===== config.mk =====
export PLATFORM = sky130hd
export DESIGN_NAME = ahb_arbiter
export DESIGN_NICKNAME = d
export VERILOG_FILES = /design/src/rtl/ahb_pkg.sv /design/src/rtl/ahb_rr_picker.sv /design/src/rtl/ahb_arbiter.sv
export SDC_FILE = /design/constraint.sdc
export NUM_CORES = 1
export LEC_CHECK = 0
export ABC_AREA = 1
export ABC_CLOCK_PERIOD_IN_PS = 1850
export CAP_MARGIN = 15
export CORE_MARGIN = 3
export CORE_UTILIZATION = 45
export CTS_BUF_LIST = sky130_fd_sc_hd__clkbuf_16
export DETAILED_ROUTE_END_ITERATION = 10
export HOLD_SLACK_MARGIN = 0.12
export PLACE_DENSITY = 0.7
export SLEW_MARGIN = 20
export SYNTH_ARGS = -nofsm -noshare
export SYNTH_HDL_FRONTEND = slang
export SYNTH_SLANG_ARGS = --single-unit

===== constraint.sdc =====
create_clock -name ahb_clk_in -period 1.85 [get_ports ahb_clk_in]
set_clock_uncertainty 0.1 [all_clocks]
set_input_delay 0.37 -clock ahb_clk_in [delete_from_list [all_inputs] [get_ports ahb_clk_in]]
set_output_delay 0.37 -clock ahb_clk_in [all_outputs]
set_load 0.1 [all_outputs]

===== src/rtl/ahb_pkg.sv =====
// Shared AHB encodings and arbiter definitions.
// Used by the bus arbiter and its round-robin picker.
package ahb_pkg;

   typedef enum logic [1:0] {
      HTRANS_IDLE   = 2'd0,
      HTRANS_BUSY   = 2'd1,
      HTRANS_NONSEQ = 2'd2,
      HTRANS_SEQ    = 2'd3
   } htrans_t;

   typedef enum logic [2:0] {
      HBURST_SINGLE = 3'd0,
      HBURST_INCR   = 3'd1,
      HBURST_WRAP4  = 3'd2,
      HBURST_INCR4  = 3'd3,
      HBURST_WRAP8  = 3'd4,
      HBURST_INCR8  = 3'd5,
      HBURST_WRAP16 = 3'd6,
      HBURST_INCR16 = 3'd7
   } hburst_t;

   typedef logic [1:0] arb_state_t;
   localparam arb_state_t ST_ARB    = 2'd0;
   localparam arb_state_t ST_BURST  = 2'd1;
   localparam arb_state_t ST_LOCKED = 2'd2;

   // Beat count of a burst; 0 marks the undefined-length INCR.
   function automatic logic [4:0] burst_len(input logic [2:0] hburst);
      case (hburst)
         HBURST_SINGLE:               burst_len = 5'd1;
         HBURST_INCR:                 burst_len = 5'd0;
         HBURST_WRAP4,  HBURST_INCR4:  burst_len = 5'd4;
         HBURST_WRAP8,  HBURST_INCR8:  burst_len = 5'd8;
         HBURST_WRAP16, HBURST_INCR16: burst_len = 5'd16;
         default:                     burst_len = 5'd1;
      endcase
   endfunction

endpackage


===== src/rtl/ahb_rr_picker.sv =====
// Combinational round-robin search: first requester after last_owner, wrapping.
// Emits a one-hot pick and a valid flag; reusable by any arbiter.
module ahb_rr_picker #(
   parameter int N = 4,
   localparam int W = $clog2(N)
) (
   input  logic [N-1:0] req,
   input  logic [W-1:0] last_owner,
   output logic [N-1:0] pick,
   output logic         valid
);

   logic [W-1:0] idx;

   // Walk indices last_owner+1 .. last_owner+N; the first hit wins.
   always_comb begin
      pick  = {N{1'b0}};
      valid = 1'b0;
      idx   = {W{1'b0}};
      for (int i = 1; i <= N; i++) begin
         idx = W'((int'(last_owner) + i) % N);
         if (!valid && req[idx]) begin
            pick[idx] = 1'b1;
            valid     = 1'b1;
         end else begin
            valid = valid;
         end
      end
   end

endmodule


===== src/rtl/ahb_arbiter.sv =====
// Round-robin AHB bus arbiter with fixed-length burst and locked-transfer support.
// Parks on DEFAULT_MASTER when idle; drives HMASTER, data-phase owner and HMASTLOCK.
module ahb_arbiter
   import ahb_pkg::*;
#(
   parameter int MASTER_DEVICES = 4,
   parameter int DEFAULT_MASTER = 0,
   localparam int MW = $clog2(MASTER_DEVICES)
) (
   input  logic                      ahb_clk_in,
   input  logic                      ahb_rst_in,
   input  logic [MASTER_DEVICES-1:0] busreq_in,
   input  logic [MASTER_DEVICES-1:0] lock_in,
   input  logic [1:0]                htrans_in,
   input  logic [2:0]                hburst_in,
   input  logic                      ahb_ready_in,
   output logic [MASTER_DEVICES-1:0] grant_out,
   output logic [MW-1:0]             master_out,
   output logic [MW-1:0]             master_data_out,
   output logic                      mastlock_out
);

   localparam logic [MASTER_DEVICES-1:0] PARK_GRANT =
      {{(MASTER_DEVICES-1){1'b0}}, 1'b1} << DEFAULT_MASTER;
   localparam logic [MW-1:0] PARK_IDX = MW'(DEFAULT_MASTER);

   arb_state_t                state;
   arb_state_t                state_nxt;
   logic [3:0]                beat_cnt;
   logic [3:0]                beat_nxt;
   logic [MW-1:0]             last_owner;
   logic [MW-1:0]             last_nxt;
   logic [MASTER_DEVICES-1:0] grant_nxt;
   logic [MASTER_DEVICES-1:0] pick;
   logic                      pick_valid;
   logic [MW-1:0]             pick_idx;
   logic [MW-1:0]             owner_idx;
   logic [4:0]                blen;
   logic                      rearb;

   ahb_rr_picker #(.N(MASTER_DEVICES)) u_picker (
      .req        (busreq_in),
      .last_owner (last_owner),
      .pick       (pick),
      .valid      (pick_valid)
   );

   // One-hot to index for the current grant and the picker result.
   always_comb begin
      owner_idx = {MW{1'b0}};
      pick_idx  = {MW{1'b0}};
      for (int i = 0; i < MASTER_DEVICES; i++) begin
         owner_idx = owner_idx | (grant_out[i] ? MW'(i) : {MW{1'b0}});
         pick_idx  = pick_idx  | (pick[i]      ? MW'(i) : {MW{1'b0}});
      end
   end

   assign blen = burst_len(hburst_in);

   // Next-state decision; applied only on edges where the bus is ready.
   always_comb begin
      state_nxt = state;
      beat_nxt  = beat_cnt;
      grant_nxt = grant_out;
      last_nxt  = last_owner;
      rearb     = 1'b0;
      case (state)
         ST_ARB: begin
            if (lock_in[owner_idx] && busreq_in[owner_idx]) begin
               state_nxt = ST_LOCKED;
            end else if ((htrans_in == HTRANS_NONSEQ) && (blen >= 5'd4)) begin
               state_nxt = ST_BURST;
               beat_nxt  = 4'(blen - 5'd1);
            end else begin
               rearb = 1'b1;
            end
         end
         ST_BURST: begin
            case (htrans_in)
               HTRANS_SEQ: begin
                  if (beat_cnt <= 4'd1) begin
                     rearb     = 1'b1;
                     state_nxt = ST_ARB;
                     beat_nxt  = 4'd0;
                  end else begin
                     beat_nxt = beat_cnt - 4'd1;
                  end
               end
               HTRANS_BUSY: beat_nxt = beat_cnt;
               default: begin
                  rearb     = 1'b1;
                  state_nxt = ST_ARB;
               end
            endcase
         end
         ST_LOCKED: begin
            if (!lock_in[owner_idx]) begin
               rearb     = 1'b1;
               state_nxt = ST_ARB;
            end else begin
               state_nxt = ST_LOCKED;
            end
         end
         default: begin
            rearb     = 1'b1;
            state_nxt = ST_ARB;
         end
      endcase
      // Parking on the default master leaves the rotation pointer alone.
      if (rearb) begin
         if (pick_valid) begin
            grant_nxt = pick;
            last_nxt  = pick_idx;
         end else begin
            grant_nxt = PARK_GRANT;
         end
      end else begin
         grant_nxt = grant_out;
      end
   end

   // Arbiter state and outputs; a low ready freezes everything.
   always_ff @(posedge ahb_clk_in or posedge ahb_rst_in) begin
      if (ahb_rst_in) begin
         state           <= ST_ARB;
         beat_cnt        <= 4'd0;
         last_owner      <= PARK_IDX;
         grant_out       <= PARK_GRANT;
         master_out      <= PARK_IDX;
         master_data_out <= PARK_IDX;
         mastlock_out    <= 1'b0;
      end else if (ahb_ready_in) begin
         state           <= state_nxt;
         beat_cnt        <= beat_nxt;
         last_owner      <= last_nxt;
         grant_out       <= grant_nxt;
         master_out      <= owner_idx;
         master_data_out <= master_out;
         mastlock_out    <= lock_in[owner_idx];
      end
   end

endmodule

# Yosys cells after proc, flatten, opt, wreduce, memory -nomap -nowiden
# Memory sizes are Yosys's and may differ from the RTL's.
# Cells that the tools add are included.
dict set report op_classes {
  bitwise_logic 7
  muxes 52
  eq_ne 11
  n_lt_le_gt_ge 11
  mul 0
  n_shift 0
  reduce_logical 18
  div 0
  n_addsub 6
}
# cell count
set op_table {}
lappend op_table {{4-bit two-way mux} 9}
lappend op_table {{1-bit two-way mux} 20}
lappend op_table {{2-bit two-way mux} 8}
lappend op_table {{2-bit by 3-bit less-than comparator with 1-bit output (second input constant)} 5}
lappend op_table {{1-bit binary-select mux with 2-bit select} 6}
lappend op_table {{4-bit bitwise OR} 3}
lappend op_table {{1-bit logical AND} 9}
lappend op_table {{1-bit demux with 2-bit select} 4}
lappend op_table {{2-bit by 1-bit greater-or-equal comparator with 1-bit output (second input constant)} 4}
lappend op_table {{2-bit inequality test (second input constant)} 4}
lappend op_table {{4-bit one-hot mux with 2 select lines} 1}
lappend op_table {{4-bit by 1-bit subtractor with 4-bit output (second input constant)} 2}
lappend op_table {{2-bit == test (second input constant)} 3}
lappend op_table {{3-bit inequality test (second input constant)} 2}
lappend op_table {{2-bit one-hot mux with 3 select lines} 1}
lappend op_table {{5-bit by 3-bit greater-or-equal comparator with 1-bit output (second input constant)} 1}
lappend op_table {{5-bit AND reduction} 1}
lappend op_table {{2-bit by 1-bit adder with 2-bit output (second input constant)} 2}
lappend op_table {{2-bit adder (second input constant)} 2}
lappend op_table {{2-bit by 1-bit == test with 1-bit output (second input constant)} 2}
lappend op_table {{4-bit by 1-bit less-or-equal comparator with 1-bit output (second input constant)} 1}
lappend op_table {{1-bit by 2-bit bitwise OR with 2-bit output} 2}
lappend op_table {{2-bit bitwise OR} 2}
lappend op_table {{2-bit one-hot mux with 2 select lines} 1}
lappend op_table {{other kinds (8)} 10}
dict set report totals {
  output_inout_bits 9
  romBits 32
  reg_bits 17
  mem_bits_rw 0
  wordCells 113
  inputBits 16
  mem_count 1
  latch_bits 0
}
# memory words width read_ports rd_clocked_by_memory_dff write_ports line
set mem_list {}
lappend mem_list {{(name not given)} 8 4 1 0 0 ahb_pkg.sv:30} ;# case (hburst)

# Longest topological paths before layout
# Gate-level depths: netlist of the first run.
dict set report depth {
  ltp_word 16
  depth_mapped 14
  ltp_nobuf 13
}

# Hierarchy
# Synthesis of the first run repeated with hierarchy kept, for this count alone.
dict set report unflattened {
  cells_unflattened 247
  area_unflattened_um2 1649.1
}
# module cells_each area_per_inst_um2 n_inst
set modules_own_cells {}
lappend modules_own_cells {ahb_arbiter 167 1197.4 1}
lappend modules_own_cells {ahb_rr_picker 80 451.7 1}

# Least setup slack after synthesis of the first run
# Ideal clock, no wire load.
dict set report synth_timing {
  path_kind {register to register}
  startpoint {reg grant_out[3]}
  endpoint {reg beat_cnt[2]}
  stages_incl_launch_ff 10
  setup_slack_ps -210
  required_ps 1633
  setup_time_ps 117
  arrival_ps 1843
  n_path_buf 0
  synth_period_minus_slack_ps 2060
  path_cell_list {dfrtp_1 nor2_2 a21oi_2 o21ai_0 nand2_1 nand2_4 o21ai_2 inv_2 nand2_1 o21ai_2}
}
dict set report synth_via {
  elab_chain_cells 7
  word_cells_on_any_way 9
  classes_between {eq/ne (1); mux (5); bitwise (1); reduce/logical (2)}
}
# item line
set synth_rtl {}
lappend synth_rtl {{from (decl)} ahb_arbiter.sv:17} ;# output logic [MASTER_DEVICES-1:0] grant_out,
lappend synth_rtl {{from (signal assigned)} ahb_arbiter.sv:136} ;# grant_out <= grant_nxt;
lappend synth_rtl {{2-bit two-way mux *} ahb_arbiter.sv:53} ;# owner_idx = owner_idx | (grant_out[i] ? MW'(i) : {MW{1'b0}});
lappend synth_rtl {{2-bit bitwise OR *} ahb_arbiter.sv:53}
lappend synth_rtl {{1-bit binary-select mux with 2-bit select} ahb_arbiter.sv:69} ;# if (lock_in[owner_idx] && busreq_in[owner_idx]) begin
lappend synth_rtl {{1-bit two-way mux (not written as such)} ahb_arbiter.sv:69}
lappend synth_rtl {{1-bit logical AND *} ahb_arbiter.sv:69}
lappend synth_rtl {{2-bit inequality test (no line) *} n/a}
lappend synth_rtl {{5-bit AND reduction (no line) *} n/a}
lappend synth_rtl {{to (signal assigned)} ahb_arbiter.sv:134} ;# beat_cnt <= beat_nxt;
lappend synth_rtl {{to (decl)} ahb_arbiter.sv:29} ;# logic [3:0] beat_cnt;
# Mark *: on every way between the ends. The rest lies on a longest branch, timed or not. The select of a mux whose other input is x is not followed.
# A chain may end at the register's enable or synchronous reset.

# Worst setup path in the final report of the first run
dict set report layout_timing {
  startpoint {in hburst_in[1]}
  endpoint {reg beat_cnt[3]}
}
dict set report layout_via {
  elab_chain_cells 5
  word_cells_on_any_way 9
  classes_between {add/sub (1); order compare (1); eq/ne (1); mux (3); reduce/logical (2); memory (1)}
}
# item line
set layout_rtl {}
lappend layout_rtl {{from (decl)} ahb_arbiter.sv:15} ;# input logic [2:0] hburst_in,
lappend layout_rtl {{memory read 8 x 4 bit *} n/a}
lappend layout_rtl {{4-bit by 1-bit subtractor with 4-bit output / 5-bit by 3-bit greater-or-equal comparator with 1-bit output (equally long branches)} {ahb_arbiter.sv:73, ahb_arbiter.sv:71}}
lappend layout_rtl {{4-bit two-way mux / 1-bit logical AND (equally long branches)} ahb_arbiter.sv:71} ;# end else if ((htrans_in == HTRANS_NONSEQ) && (blen >= 5'd4)) begin
lappend layout_rtl {{4-bit two-way mux / 2-bit inequality test (equally long branches)} n/a}
lappend layout_rtl {{4-bit one-hot mux with 2 select lines / 5-bit AND reduction (equally long branches)} n/a}
# Marked as above.

==> flow_metrics.tcl, run 1 <==
set metrics [dict create \
    status "finished, final reports clean" \
    clkLatencyLatePin_ns 0.25 \
    critPathRequiredTime_ns 1.94 \
    wirelength_um 3640 \
    antenna_left 0 \
    drt_iter0_markers 96 \
    layout-drive-gt1-share 0.262 \
    clkSinkCount 17 \
    htreeDepth 1 \
    cp-end-kind "flip-flop" \
    cp.arrival_ns 1.90 \
    cts_buffers 3 \
    worst_slew_pin_slew_ns 0.297 \
    cts-hold-fix-buffers 0 \
    reg2reg_to "last_owner[0]" \
    io_pins 25 \
    final_max_slew_viol_count 0 \
    maxSlewHeadroom 0.802 \
    power.leakage_uw 0.00107 \
    synth_top_area_frac 0.262 \
    synth_seq_area_share 0.279 \
    diodes 0 \
    hp-class "primary input to asynchronous set/reset pin" \
    timing.rr.start "last_owner[0]" \
    synth_cells 219 \
    syn-num-nets 246 \
    worstSetupPathType "primary input to flip-flop" \
    dp_hpwl_um 2760 \
    clock_path_buffers 2 \
    finalCritPeriodShare 0.977 \
    ys_top_cells_by_area "dfrtp_1 26%, nand2_1 15%, ha_1 9.0%" \
    layout_min_cycle_time_ns 1.81 \
    finalHoldViolCount 0 \
    setup_viol 0 \
    root_buffer "clkbuf_16" \
    start_kind "primary input" \
    avgRoutedWirePerCell_um 12.1 \
    die_w_um 64.3 \
    rr_worst_depth 13 \
    yosys_warnings 0 \
    max-vdd-ir-drop_v 0.00102 \
    synth_flop_cell "dfrtp_1" \
    maxCapViolCount 0 \
    grt_overflow_total 0 \
    crit_fanout 2 \
    syn_area_per_cell_um2 6.99 \
    gp_congestion 0.843 \
    port_buffers 24 \
    finalPower_uw 4080 \
    netlist_top_cells_count "61 x nand2_1, 26 x inv_1, 25 x nand3_1" \
    worst_setup_hold_path_clk_slew_ns 0.05 \
    die_height_um 64.3 \
    post_drt_via_cell_ratio 4.99 \
    grt_max_degree 18 \
    vias 1497 \
    first_global_vias 1422 \
    r2r_slack_ns 0.12 \
    cts_tree "done" \
    grt_pass1_wl_um 6310 \
    first_pass_iters 4 \
    tns_ns 0 \
    antenna_found_initial 0 \
    yosysUniqueCellTypes 32 \
    synth_edf_count 0 \
    yosysMostFrequentCell "nand2_1" \
    p_per_area_mw_per_mm2 1940 \
    design.core.area_mm2 0.00315 \
    async_flop_share 1.00 \
    fp.dieArea_mm2 0.00414 \
    nets 284 \
    area_growth_pct 37.8 \
    synth-seq-cells 17 \
    synth_top_area_cell "dfrtp_1" \
    fp-row-count 20 \
    syn_area_mm2 0.00153 \
    max_freq_ghz 0.553 \
    drc 0 \
    initial_core_util 0.485 \
    grt.total_usage 0.191 \
]
-- metal layers --
layer,GRT usage,up-vias,wire [µm]
met5,0,-,0
met4,0.0237,0,11
met3,0.0369,2,194
met2,0.308,46,1700
met1,0.270,671,1730
li1,-,778,-
-- final cells by class --
class                   instances  area (µm²)
fillers                       273        1040
well taps                      44        55.1
inverters                      32         128
clock inverters                 1        3.75
flip-flops and latches         17         430
repair buffers                 35         418
multi-input cells             168         998
clock buffers                   3        75.1
-- worst max-delay path, cell delays in order --
cell	delay (ns)
clkdlybuf4s50_1	0.47
inv_1	0.07
or2_2	0.29
ha_1	0.23
a31o_2	0.26
o22ai_2	0.09
nand2_1	0.07
nand2_1	0.05
-- through the flow --
stage | hold WS (ns) | cell area, µm² | util | instances | setup WS (ns)
CTS | 0.358 | 2070 | 0.656 | 299 | 0.0598
finish | 0.341 | 2110 | 0.669 | 300 | 0.0423
global placement | 0.385 | 1990 | 0.631 | 295 | -0.131
detailed placement | 0.393 | 1990 | 0.631 | 295 | -0.156
global route | 0.369 | 2110 | 0.669 | 300 | -0.0117
floorplan | 0.195 | 1550 | - | 219 | 0.0327
-- registers in the layout (all words and copies together), names as in the netlist --
name / count
beat_cnt: 4
grant_out: 4
last_owner: 2
master_data_out: 2
master_out: 2
state: 2
mastlock_out: 1
-- what timing repair did --
item	in CTS	in global routing
endpoints found under the setup margin	0	10
gates resized for setup	0	13
buffers inserted	0	1
hold endpoints to repair	0	0
-- layout by cell type, fill, tap and decap left out, drive strengths merged, types with 3 or more instances in the layout --
cell type,instances
nand2,75
inv,31
nand3,28
nor2,20
o21ai,20
buf,20
dfrtp,16
clkdlybuf4s50,13
ha,11
clkbuf,3
-- worst max-delay path by stage --
stage	startpoint	end	slack (ns)	cells past startpoint
detailed placement	hburst_in[1]	beat_cnt[3]	-0.16	8
global route	hburst_in[1]	beat_cnt[3]	-0.01	8
global placement	hburst_in[1]	beat_cnt[3]	-0.13	8
floorplan	last_owner[1]	last_owner[0]	0.03	13
finish	hburst_in[1]	beat_cnt[3]	0.04	8
CTS	beat_cnt[0]	last_owner[0]	0.06	12
-- power by group --
part	leakage, µW	switching, µW	internal (µW)
combinational	0.000820	1870	1050
clock	0.0000423	147	287
sequential	0.000208	187	542
-- cells by family (layout without fill, tap and decap cells) --
family          Yosys count  after routing  share of synthesized area
simple gates            127            127                      0.420
compound gates           28             28                      0.107
fa+ha+maj                11             11                     0.0899
flops                    17             17                      0.279
buf+inv                  34             71                     0.0924
xor+xnor                  2              2                     0.0114
(Power assumes the default switching activity.)
==> inputs of run 2 (changes only) <==
Settings changed: CAP_MARGIN 15 to 20, MAX_ROUTING_LAYER set to met4, SLEW_MARGIN 20 to not set.
==> run 2 against run 1 <==
  * Global-route usage increased by 0.48 points
  * Via count fell by 0.33%
  * Flip-flop and latch count is the same
  * Register-to-register slack about the same
  * Sequential power barely moved
  * Critical path type unchanged
  * Largest power group unchanged
==> flow_metrics.tcl, run 2 (synthesis gave the netlist of run 1 again) <==
set metrics [dict create \
    grt.total_usage 0.195 \
    worst_slew_pin_slew_ns 0.298 \
    worst_path_most_repeated_cell "nand2_1" \
    finalCritPeriodShare 0.973 \
    max-vdd-ir-drop_v 0.00102 \
    antenna_left 0 \
    layout_min_cycle_time_ns 1.80 \
    nets 284 \
    instances_no_fill 300 \
    critPathRequiredTime_ns 1.94 \
    root_buffer "clkbuf_16" \
    top_regs "beat_cnt: 4 flops, grant_out: 4 flops" \
    first_pass_iters 4 \
    final_cell_mix "60 x nand2_1, 25 x inv_1, 25 x nand3_1" \
    layout-drive-gt1-share 0.262 \
    fp-row-count 20 \
    area_growth_pct 37.8 \
    grt_max_degree 18 \
    drc 0 \
    worstSetupPathType "primary input to flip-flop" \
    crit_fanout 2 \
    met2_usage 0.309 \
    dp.cells 295 \
    fp.dieArea_mm2 0.00414 \
    clkSinkCount 17 \
    status "finished, final reports clean" \
    cp_slowest_cell "clkdlybuf4s50_1" \
    cts_tree "done" \
    gp_congestion 0.857 \
    die_w_um 64.3 \
    hp-class "primary input to asynchronous set/reset pin" \
    vias 1492 \
    port_buffers 24 \
    max_freq_ghz 0.555 \
    cp.arrival_ns 1.89 \
    wirelength_um 3630 \
    cp-end-kind "flip-flop" \
    avgRoutedWirePerCell_um 12.1 \
    design.core.area_mm2 0.00315 \
    cp_cell_sequence "clkdlybuf4s50_1, inv_1, or2_2, ha_1, a31o_2, o22ai_2, nand2_1, nand2_1" \
    use_met1 0.268 \
    first_global_vias 1424 \
    final_common_cell "nand2_1" \
    final_core_util 0.669 \
    post_drt_via_cell_ratio 4.97 \
    p_per_area_mw_per_mm2 1940 \
    die_height_um 64.3 \
    final_max_slew_viol_count 0 \
    finalHoldViolCount 0 \
    power.leakage_uw 0.00107 \
    crit_path_max_incr_delay_ns 0.47 \
    dp_hpwl_um 2760 \
    worst_setup_hold_path_clk_slew_ns 0.05 \
    grt_pass1_wl_um 6300 \
    r2r_slack_ns 0.12 \
    initial_core_util 0.485 \
    finalPower_uw 4080 \
    antenna_found_initial 0 \
    grt_overflow_total 0 \
    whs_ns 0.341 \
    clock_path_buffers 2 \
    drt_iter0_markers 102 \
    diodes 0 \
    maxCapViolCount 0 \
    clkLatencyLatePin_ns 0.25 \
    htreeDepth 1 \
    maxSlewHeadroom 0.801 \
    grt_util_met3 0.0369 \
    start_kind "primary input" \
    cts_buffers 3 \
    setup_viol 0 \
    io_pins 25 \
    busiest_layer "met2" \
    tns_ns 0 \
]
-- run 2: cell counts in the layout (fill, tap and decap cells not counted) --
Identical to the previous run, type by type.
-- run 2: routing by layer --
| layer | vias to the layer above | part of all wire | wire, µm |
|---|---|---|---|
| met5 | - | 0 | 0 |
| met4 | 0 | 0.0030 | 11 |
| met3 | 2 | 0.054 | 196 |
| met2 | 53 | 0.47 | 1690 |
| met1 | 661 | 0.48 | 1730 |
| li1 | 776 | - | - |
-- run 2: path summary, 6_finish.rpt --
path	depth (start not counted)	to	start
hold reg to reg	2	grant_out[0]	grant_out[0]
setup / recovery	8	beat_cnt[3]	hburst_in[1]
setup reg to reg	13	last_owner[0]	last_owner[0]
max in group asynchronous	3	grant_out[0]	ahb_rst_in
min in group ahb_clk_in	2	grant_out[0]	grant_out[0]
hold / removal	3	state[1]	ahb_rst_in
-- run 2: critical path, delay by kind of cell --
kind                     cells  cell delay (ns)
buffers and inverters        2             0.54
AND/OR/NAND/NOR              3             0.41
adder cells (fa/ha/maj)      1             0.23
AO/OA/AOI/OAI                2             0.35
-- run 2: area by class of cell --
type                       count  area, µm²
clock buffer                   3       75.1
clock inverter                 1       3.75
fill                         273       1040
inverter                      32        128
multi-input combinational    168        998
sequential                    17        430
tap                           44       55.1
timing repair buffer          35        418
-- run 2: power by group --
part           leakage (µW)  switching (µW)  internal, µW
Combinational      0.000820            1870          1050
Clock             0.0000423             146           287
Sequential         0.000208             186           542
Total               0.00107            2200          1880
-- run 2: what timing repair did --
action	4_1_cts	5_1_grt
setup buffers	0	1
endpoints found under the setup margin	0	10
hold buffers	0	0
gates resized for setup	0	13
-- run 2: stage by stage --
| stage | setup slack (ns) | instance area (µm²) |
|---|---|---|
| floorplan | 0.0327 | 1550 |
| global placement | -0.131 | 1990 |
| detailed placement | -0.156 | 1990 |
| CTS | 0.0598 | 2070 |
| global route | -0.0117 | 2110 |
| finish | 0.0497 | 2110 |
